<file path="src/rtl/dmem_arbiter.sv">
// -----------------------------------------------------------------------------
// dmem_arbiter
// Shares one single-port data memory between two requesters:
//   m0 = CPU load/store unit, m1 = DMA/debug loader.
// A request seen in IDLE is arbitrated and latched. In the next cycle (ACCESS)
// the latched command drives the memory pins. The cycle after that (RESP)
// returns a one-cycle ack with the registered read data. Word addresses below
// 1024 are outside the populated window. They are acked with err and never
// reach the memory.
//
// Ports
//   clk, rst_n                 clock, asynchronous active-low reset
//   mX_req/we/addr/wdata       request side of master X (X = 0, 1)
//   mX_ack/err/rdata           response side of master X, valid in RESP only
//   mem_addr/wdata/write/read  memory command, non-zero only in ACCESS
//   mem_rdata                  combinational memory read data
//   conflict_cnt               saturating count of IDLE cycles with both reqs
// -----------------------------------------------------------------------------
module dmem_arbiter #(
   parameter bit FIXED_PRIO = 1'b0,
   parameter int CNT_W      = 16
) (
   input  logic             clk,
   input  logic             rst_n,
   input  logic             m0_req,
   input  logic             m0_we,
   input  logic [10:0]      m0_addr,
   input  logic [31:0]      m0_wdata,
   output logic             m0_ack,
   output logic             m0_err,
   output logic [31:0]      m0_rdata,
   input  logic             m1_req,
   input  logic             m1_we,
   input  logic [10:0]      m1_addr,
   input  logic [31:0]      m1_wdata,
   output logic             m1_ack,
   output logic             m1_err,
   output logic [31:0]      m1_rdata,
   output logic [10:0]      mem_addr,
   output logic [31:0]      mem_wdata,
   output logic             mem_write,
   output logic             mem_read,
   input  logic [31:0]      mem_rdata,
   output logic [CNT_W-1:0] conflict_cnt
);

   typedef enum logic [1:0] {S_IDLE, S_ACCESS, S_RESP} state_t;

   localparam logic [CNT_W-1:0] CNT_ONE = {{(CNT_W-1){1'b0}}, 1'b1};

   state_t            r_state;
   state_t            w_state_next;
   logic              r_cmd_sel;
   logic              r_cmd_we;
   logic [10:0]       r_cmd_addr;
   logic [31:0]       r_cmd_wdata;
   logic              r_cmd_err;
   logic              r_last_sel;
   logic [31:0]       r_rdata_q;
   logic [CNT_W-1:0]  r_conflict_cnt;

   logic              w_grant_m1;
   logic              w_sel_we;
   logic [10:0]       w_sel_addr;
   logic [31:0]       w_sel_wdata;

   // On a tie, round-robin picks the master that did not win last time.
   // r_last_sel resets to 1, so m0 wins the first tie.
   always_comb begin
      if (m0_req && m1_req)
         w_grant_m1 = FIXED_PRIO ? 1'b0 : ~r_last_sel;
      else
         w_grant_m1 = m1_req;
   end

   assign w_sel_we    = w_grant_m1 ? m1_we    : m0_we;
   assign w_sel_addr  = w_grant_m1 ? m1_addr  : m0_addr;
   assign w_sel_wdata = w_grant_m1 ? m1_wdata : m0_wdata;

   always_ff @(posedge clk or negedge rst_n) begin
      if (!rst_n)
         r_state <= S_IDLE;
      else
         r_state <= w_state_next;
   end

   // Next state and all outputs. The memory pins and the responses are
   // decoded from the state, so they are zero outside their own cycle.
   always_comb begin
      w_state_next = r_state;
      mem_addr     = '0;
      mem_wdata    = '0;
      mem_write    = 1'b0;
      mem_read     = 1'b0;
      m0_ack       = 1'b0;
      m0_err       = 1'b0;
      m0_rdata     = '0;
      m1_ack       = 1'b0;
      m1_err       = 1'b0;
      m1_rdata     = '0;
      case (r_state)
         S_IDLE: begin
            if (m0_req || m1_req)
               w_state_next = S_ACCESS;
         end
         S_ACCESS: begin
            mem_addr     = r_cmd_addr;
            mem_wdata    = r_cmd_wdata;
            mem_write    = r_cmd_we & ~r_cmd_err;
            mem_read     = ~r_cmd_we & ~r_cmd_err;
            w_state_next = S_RESP;
         end
         S_RESP: begin
            if (r_cmd_sel) begin
               m1_ack   = 1'b1;
               m1_err   = r_cmd_err;
               m1_rdata = r_rdata_q;
            end else begin
               m0_ack   = 1'b1;
               m0_err   = r_cmd_err;
               m0_rdata = r_rdata_q;
            end
            w_state_next = S_IDLE;
         end
         default: w_state_next = S_IDLE;
      endcase
   end

   always_ff @(posedge clk or negedge rst_n) begin
      if (!rst_n) begin
         r_cmd_sel      <= 1'b0;
         r_cmd_we       <= 1'b0;
         r_cmd_addr     <= '0;
         r_cmd_wdata    <= '0;
         r_cmd_err      <= 1'b0;
         r_last_sel     <= 1'b1;
         r_rdata_q      <= '0;
         r_conflict_cnt <= '0;
      end else begin
         if (r_state == S_IDLE && m0_req && m1_req && r_conflict_cnt != '1)
            r_conflict_cnt <= r_conflict_cnt + CNT_ONE;
         if (r_state == S_IDLE && (m0_req || m1_req)) begin
            r_cmd_sel   <= w_grant_m1;
            r_last_sel  <= w_grant_m1;
            r_cmd_we    <= w_sel_we;
            r_cmd_addr  <= w_sel_addr;
            r_cmd_wdata <= w_sel_wdata;
            r_cmd_err   <= ~w_sel_addr[10];
         end
         // mem_rdata is only meaningful while mem_read is high. Writes and
         // rejected commands therefore return zero data.
         if (r_state == S_ACCESS)
            r_rdata_q <= (r_cmd_err || r_cmd_we) ? 32'h0 : mem_rdata;
      end
   end

   assign conflict_cnt = r_conflict_cnt;

endmodule
</file>
<file path="config.mk">
export PLATFORM = sky130hd
export DESIGN_NAME = dmem_arbiter
export DESIGN_NICKNAME = d
export VERILOG_FILES = /design/src/rtl/dmem_arbiter.sv
export SDC_FILE = /design/constraint.sdc
export NUM_CORES = 1
export LEC_CHECK = 0
export BUFFER_PORTS_ARGS = -buffer_cell sky130_fd_sc_hd__buf_4
export CORE_MARGIN = 10
export CORE_UTILIZATION = 49
export DETAILED_ROUTE_END_ITERATION = 10
export GPL_ROUTABILITY_DRIVEN = 0
export GPL_TIMING_DRIVEN = 0
export PLACE_DENSITY = 0.89
export SLEW_MARGIN = 20
export SYNTH_ARGS = -nofsm -noshare
export SYNTH_HDL_FRONTEND = slang
export SYNTH_SLANG_ARGS = --single-unit
</file>
<file path="constraint.sdc">
create_clock -name clk -period 3.35 [get_ports clk]
set_input_delay 0.335 -clock clk [delete_from_list [all_inputs] [get_ports clk]]
set_output_delay 0.335 -clock clk [all_outputs]
set_load 0.02 [all_outputs]
</file>
==> reports/results.txt <==
The total of max-cap violations is 0, and the worst max-slew margin expressed relative to the limit is 0.340. The maximum clock insertion buffer count was 2. STA classifies the critical path endpoint as a primary output. The number of library cell types mapped by synthesis is 38.

Launch point of the worst reg-to-reg path: conflict_cnt[0]$_DFFE_PN0P_. The main combinational cell family by area after synthesis is simple AND/OR/NAND/NOR gates. The logs give 0.36 ns for the clock insertion delay at the later pin of the skew report and 0 for the quantity of gates resized following cts. The count of final max-slew check failures is 0. Post-detailed-routing wire length: 16700 µm. Power per standard cell area: 714 nW/µm².

The mean cell area of the mapped netlist works out to 10.3 µm². The x dimension of the die works out to 120 µm. After the first detailed-routing iteration, the DRC count stood at 215.

The final period demand of the worst path is 2.66 ns. The ratio of final minimum period to clock period was 0.793. Arithmetic-cell share of the synthesized area counting full adders, half adders and majority gates: 0.00255.

During synthesis, Yosys emitted a total of 0 warnings. The repair_antennas step left the layout with diodes totalling 0. Yosys mapped a number of flops with a built-in enable equal to 0. The proportion of layout cells with a drive suffix above 1 came out at 0.389. Starting density of the core: 0.501. The flow ran to the end, and the final reports show no timing, DRC or antenna violations.

Summing all flip-flop and latch instances after layout gives 2430 µm². For the number of antenna violations at the first check in global routing, the log shows 0. The finished layout holds 879 standard cells, fillers aside. In this run, post-CTS hold repair placed 0 buffers. The async set-or-reset flop fraction in the synthesized netlist was 1.00; the total number of vias was 4547. The delay of the slowest critical-path stage was 0.81 ns. The post-synthesis cell type with the largest combined area was sky130_fd_sc_hd__dfrtp_1. After detailed placement, the design holds a cell count of 863.

The number of global-route vias before repair is 4906. The number of filler cells placed in the layout was 725. The signal on the critical path passes through nor3b_1 > clkbuf_1 > and2_1 > buf_4. The tools report the total die area as 14400 µm².

Number of clock sinks seen by CTS: 97. The slew of the pin with the lowest slew margin is 0.988 ns. For the count of pins on the block boundary, the log shows 253. The portion of synthesized cell area occupied by the leading cell type is 0.490. The number of nets in the synthesized netlist is 603. Primary flip-flop cell chosen by synthesis mapping: sky130_fd_sc_hd__dfrtp_1. The tools report the power after layout as 0.00510 W. STA classifies the critical path startpoint as a flip-flop. Summing every instance area after synthesis gives 4900 µm². Entering global routing, the biggest net connects 98 pins. Data arrives at the worst endpoint at 2.32 ns. Ranked by total cell area, the synthesized netlist is headed by sky130_fd_sc_hd__dfrtp_1 (49%), sky130_fd_sc_hd__and2_1 (14%), sky130_fd_sc_hd__mux2i_1 (9.0%).

The setup path with the least slack is of type flip-flop to primary output. Global routing finished with a remaining overflow of 0. Data on the critical path is required at its endpoint by 3.01 ns.

The area of combinational cells with multiple inputs was 2320 µm²; the mux share of post-synthesis cell area was 0.0953. The slowest stage of the critical path is the sky130_fd_sc_hd__nor3b_1 cell. After detailed routing, the number of remaining DRC violations is 0. The first detailed-routing pass ran for 4 iterations.

The number of synthesized register bits was 97. The post-synthesis share of cell area spent on xor and xnor gates came out at 0.0250. For the achievable clock frequency, the log shows 376 MHz.

The HPWL reported at the end of detailed placement is 13400 µm. The final sum of negative setup slack is 0 ns. For flop-to-flop paths, the worst setup slack is 1.45 ns. The run gives 478 as the count of mapped cells out of synthesis. The buffer count from post-CTS setup fixing was 0; the post-detailed-route wirelength per cell was 19.0 µm. Simple logic cell fraction of the synthesized area: 0.239. The number of buffers created by CTS is 9, and the share of the yosys chip area belonging to registers is 0.496. The post-synthesis compound-gate area fraction was 0.110; the highest fanout seen on the critical path was 10. Relative to the synthesized area, the layout overhead comes to 45.7%.

Setup repair after global routing left no endpoint under its margin. In this run the tool buffered the top-level ports with 252 buffer cells. The clock tree synthesis step divided the H-tree into 3 levels.

The end point of the critical path is m1_rdata[29]. In the synthesized netlist, the cells that appear most often are sky130_fd_sc_hd__and2_1 (109), sky130_fd_sc_hd__dfrtp_1 (96), sky130_fd_sc_hd__nor2_1 (45). Using the TritonRoute via totals, the vias-per-cell ratio works out to 5.17. The root buffer cell chosen for the clock tree is sky130_fd_sc_hd__clkbuf_8. In this run the critical register-to-register path is captured at conflict_cnt[1]$_DFFE_PN0P_. The total of endpoints with negative setup slack in the final report was 0. TritonCTS built the clock tree.

The clock-pin transition on the worst setup and hold timing paths is 0.09 ns. The maximum VDD drop came out at 0.495 mV. At the placement stage, the worst setup path has a slack of 0.822 ns. The number of cells on the worst reg-to-reg path is 5. Between clock sinks in the finished design, the worst skew comes to 0.00869 ns. The site row count is 36, and the standard cell core area is 9770 µm². The final number of hold-violating endpoints is 0. The floorplan step set the die height to 120 µm. The critical path starts at r_state[0]$_DFFE_PN0P_. In the final design database the tool counted 866 nets.

For the static power due to leakage, the log shows 3.64 nW. The global-route wire length before repair was 26100 µm. Most frequent cell after synthesis: sky130_fd_sc_hd__and2_1. The total routing resource utilization after global routing is 0.224, and the least setup slack across all paths after layout is 0.692 ns.

The tightest min-delay check is of the input port to asynchronous set/reset pin type. In this run the remaining antenna-violating nets after routing total 0.
-- worst max-delay path: cells and delay by family, from the launching register on --
| family | cells | cell delay (ns) |
|---|---|---|
| simple gates | 2 | 1.00 |
| buf+inv | 2 | 0.52 |
| flops | 1 | 0.44 |
-- cells by family after synthesis --
group,count (synthesis)
adders and majority gates,1
AOI/OAI and AO/OA,82
xor gates and xnor gates,14
and+or+nand+nor,202
muxes,46
buffers and inverters,36
DFF,97
-- per-layer routing --
layer,vias to the layer above,wire length [µm],track usage
met5,-,0,0
met4,0,367,0.0747
met3,25,1760,0.0905
met2,208,8280,0.386
met1,2168,6260,0.247
li1,2146,-,-
-- flip-flops by register name, summed over array words and instances (netlist names) --
register	flops
r_cmd_err	1
r_state	2
conflict_cnt	16
r_cmd_sel	1
r_cmd_wdata	32
r_last_sel	1
r_rdata_q	32
r_cmd_we	1
r_cmd_addr	11
-- how the worst min path moves through the flow --
stage / to
after floorplan: conflict_cnt[0]$_DFFE_PN0P_
after global placement: r_cmd_addr[10]$_DFFE_PN0P_
after detailed placement: r_cmd_addr[10]$_DFFE_PN0P_
after CTS: conflict_cnt[2]$_DFFE_PN0P_
after global routing: conflict_cnt[2]$_DFFE_PN0P_
final: r_rdata_q[1]$_DFFE_PN0P_
-- placed cells by master (no fill, tap or decap), drive strengths merged, types with 3 or more instances in the layout --
master,netlist,final
nor2,47,47
inv,4,5
buf,15,267
nor3,9,9
and2,109,109
clkinv,0,3
mux2i,44,44
xor2,13,13
a22o,32,32
nand2,10,10
nand4,4,4
nor3b,4,4
clkbuf,17,28
and3,3,3
dfrtp,96,96
a21oi,44,44
nor4,4,4
nand3,6,6
-- report_power, final --
| group | internal [W] | switching [W] | total (W) |
|---|---|---|---|
| clock | 0.000290 | 0.000407 | 0.000697 |
| combinational | 0.00107 | 0.00148 | 0.00255 |
| sequential | 0.00158 | 0.000268 | 0.00185 |
| total | 0.00294 | 0.00216 | 0.00510 |
-- cell type report --
class | instances | share of cell area
buffer | 32 | 0.0200
clock buffer | 11 | 0.0198
clock inverter | 5 | 0.00438
inverter | 4 | 0.00210
multi-input combinational | 345 | 0.325
sequential | 97 | 0.340
tap | 133 | 0.0233
timing repair buffer | 252 | 0.266
-- stage by stage --
stage / utilization / hold WS (ns) / area (µm²)
after floorplan: - / 0.0394 / 4900
after global placement: 0.712 / 0.466 / 6960
after detailed placement: 0.712 / 0.476 / 6960
after CTS: 0.730 / 0.0942 / 7130
after global routing: 0.730 / 0.123 / 7140
final: 0.730 / 0.0634 / 7140
(Power assumes the default switching activity.)
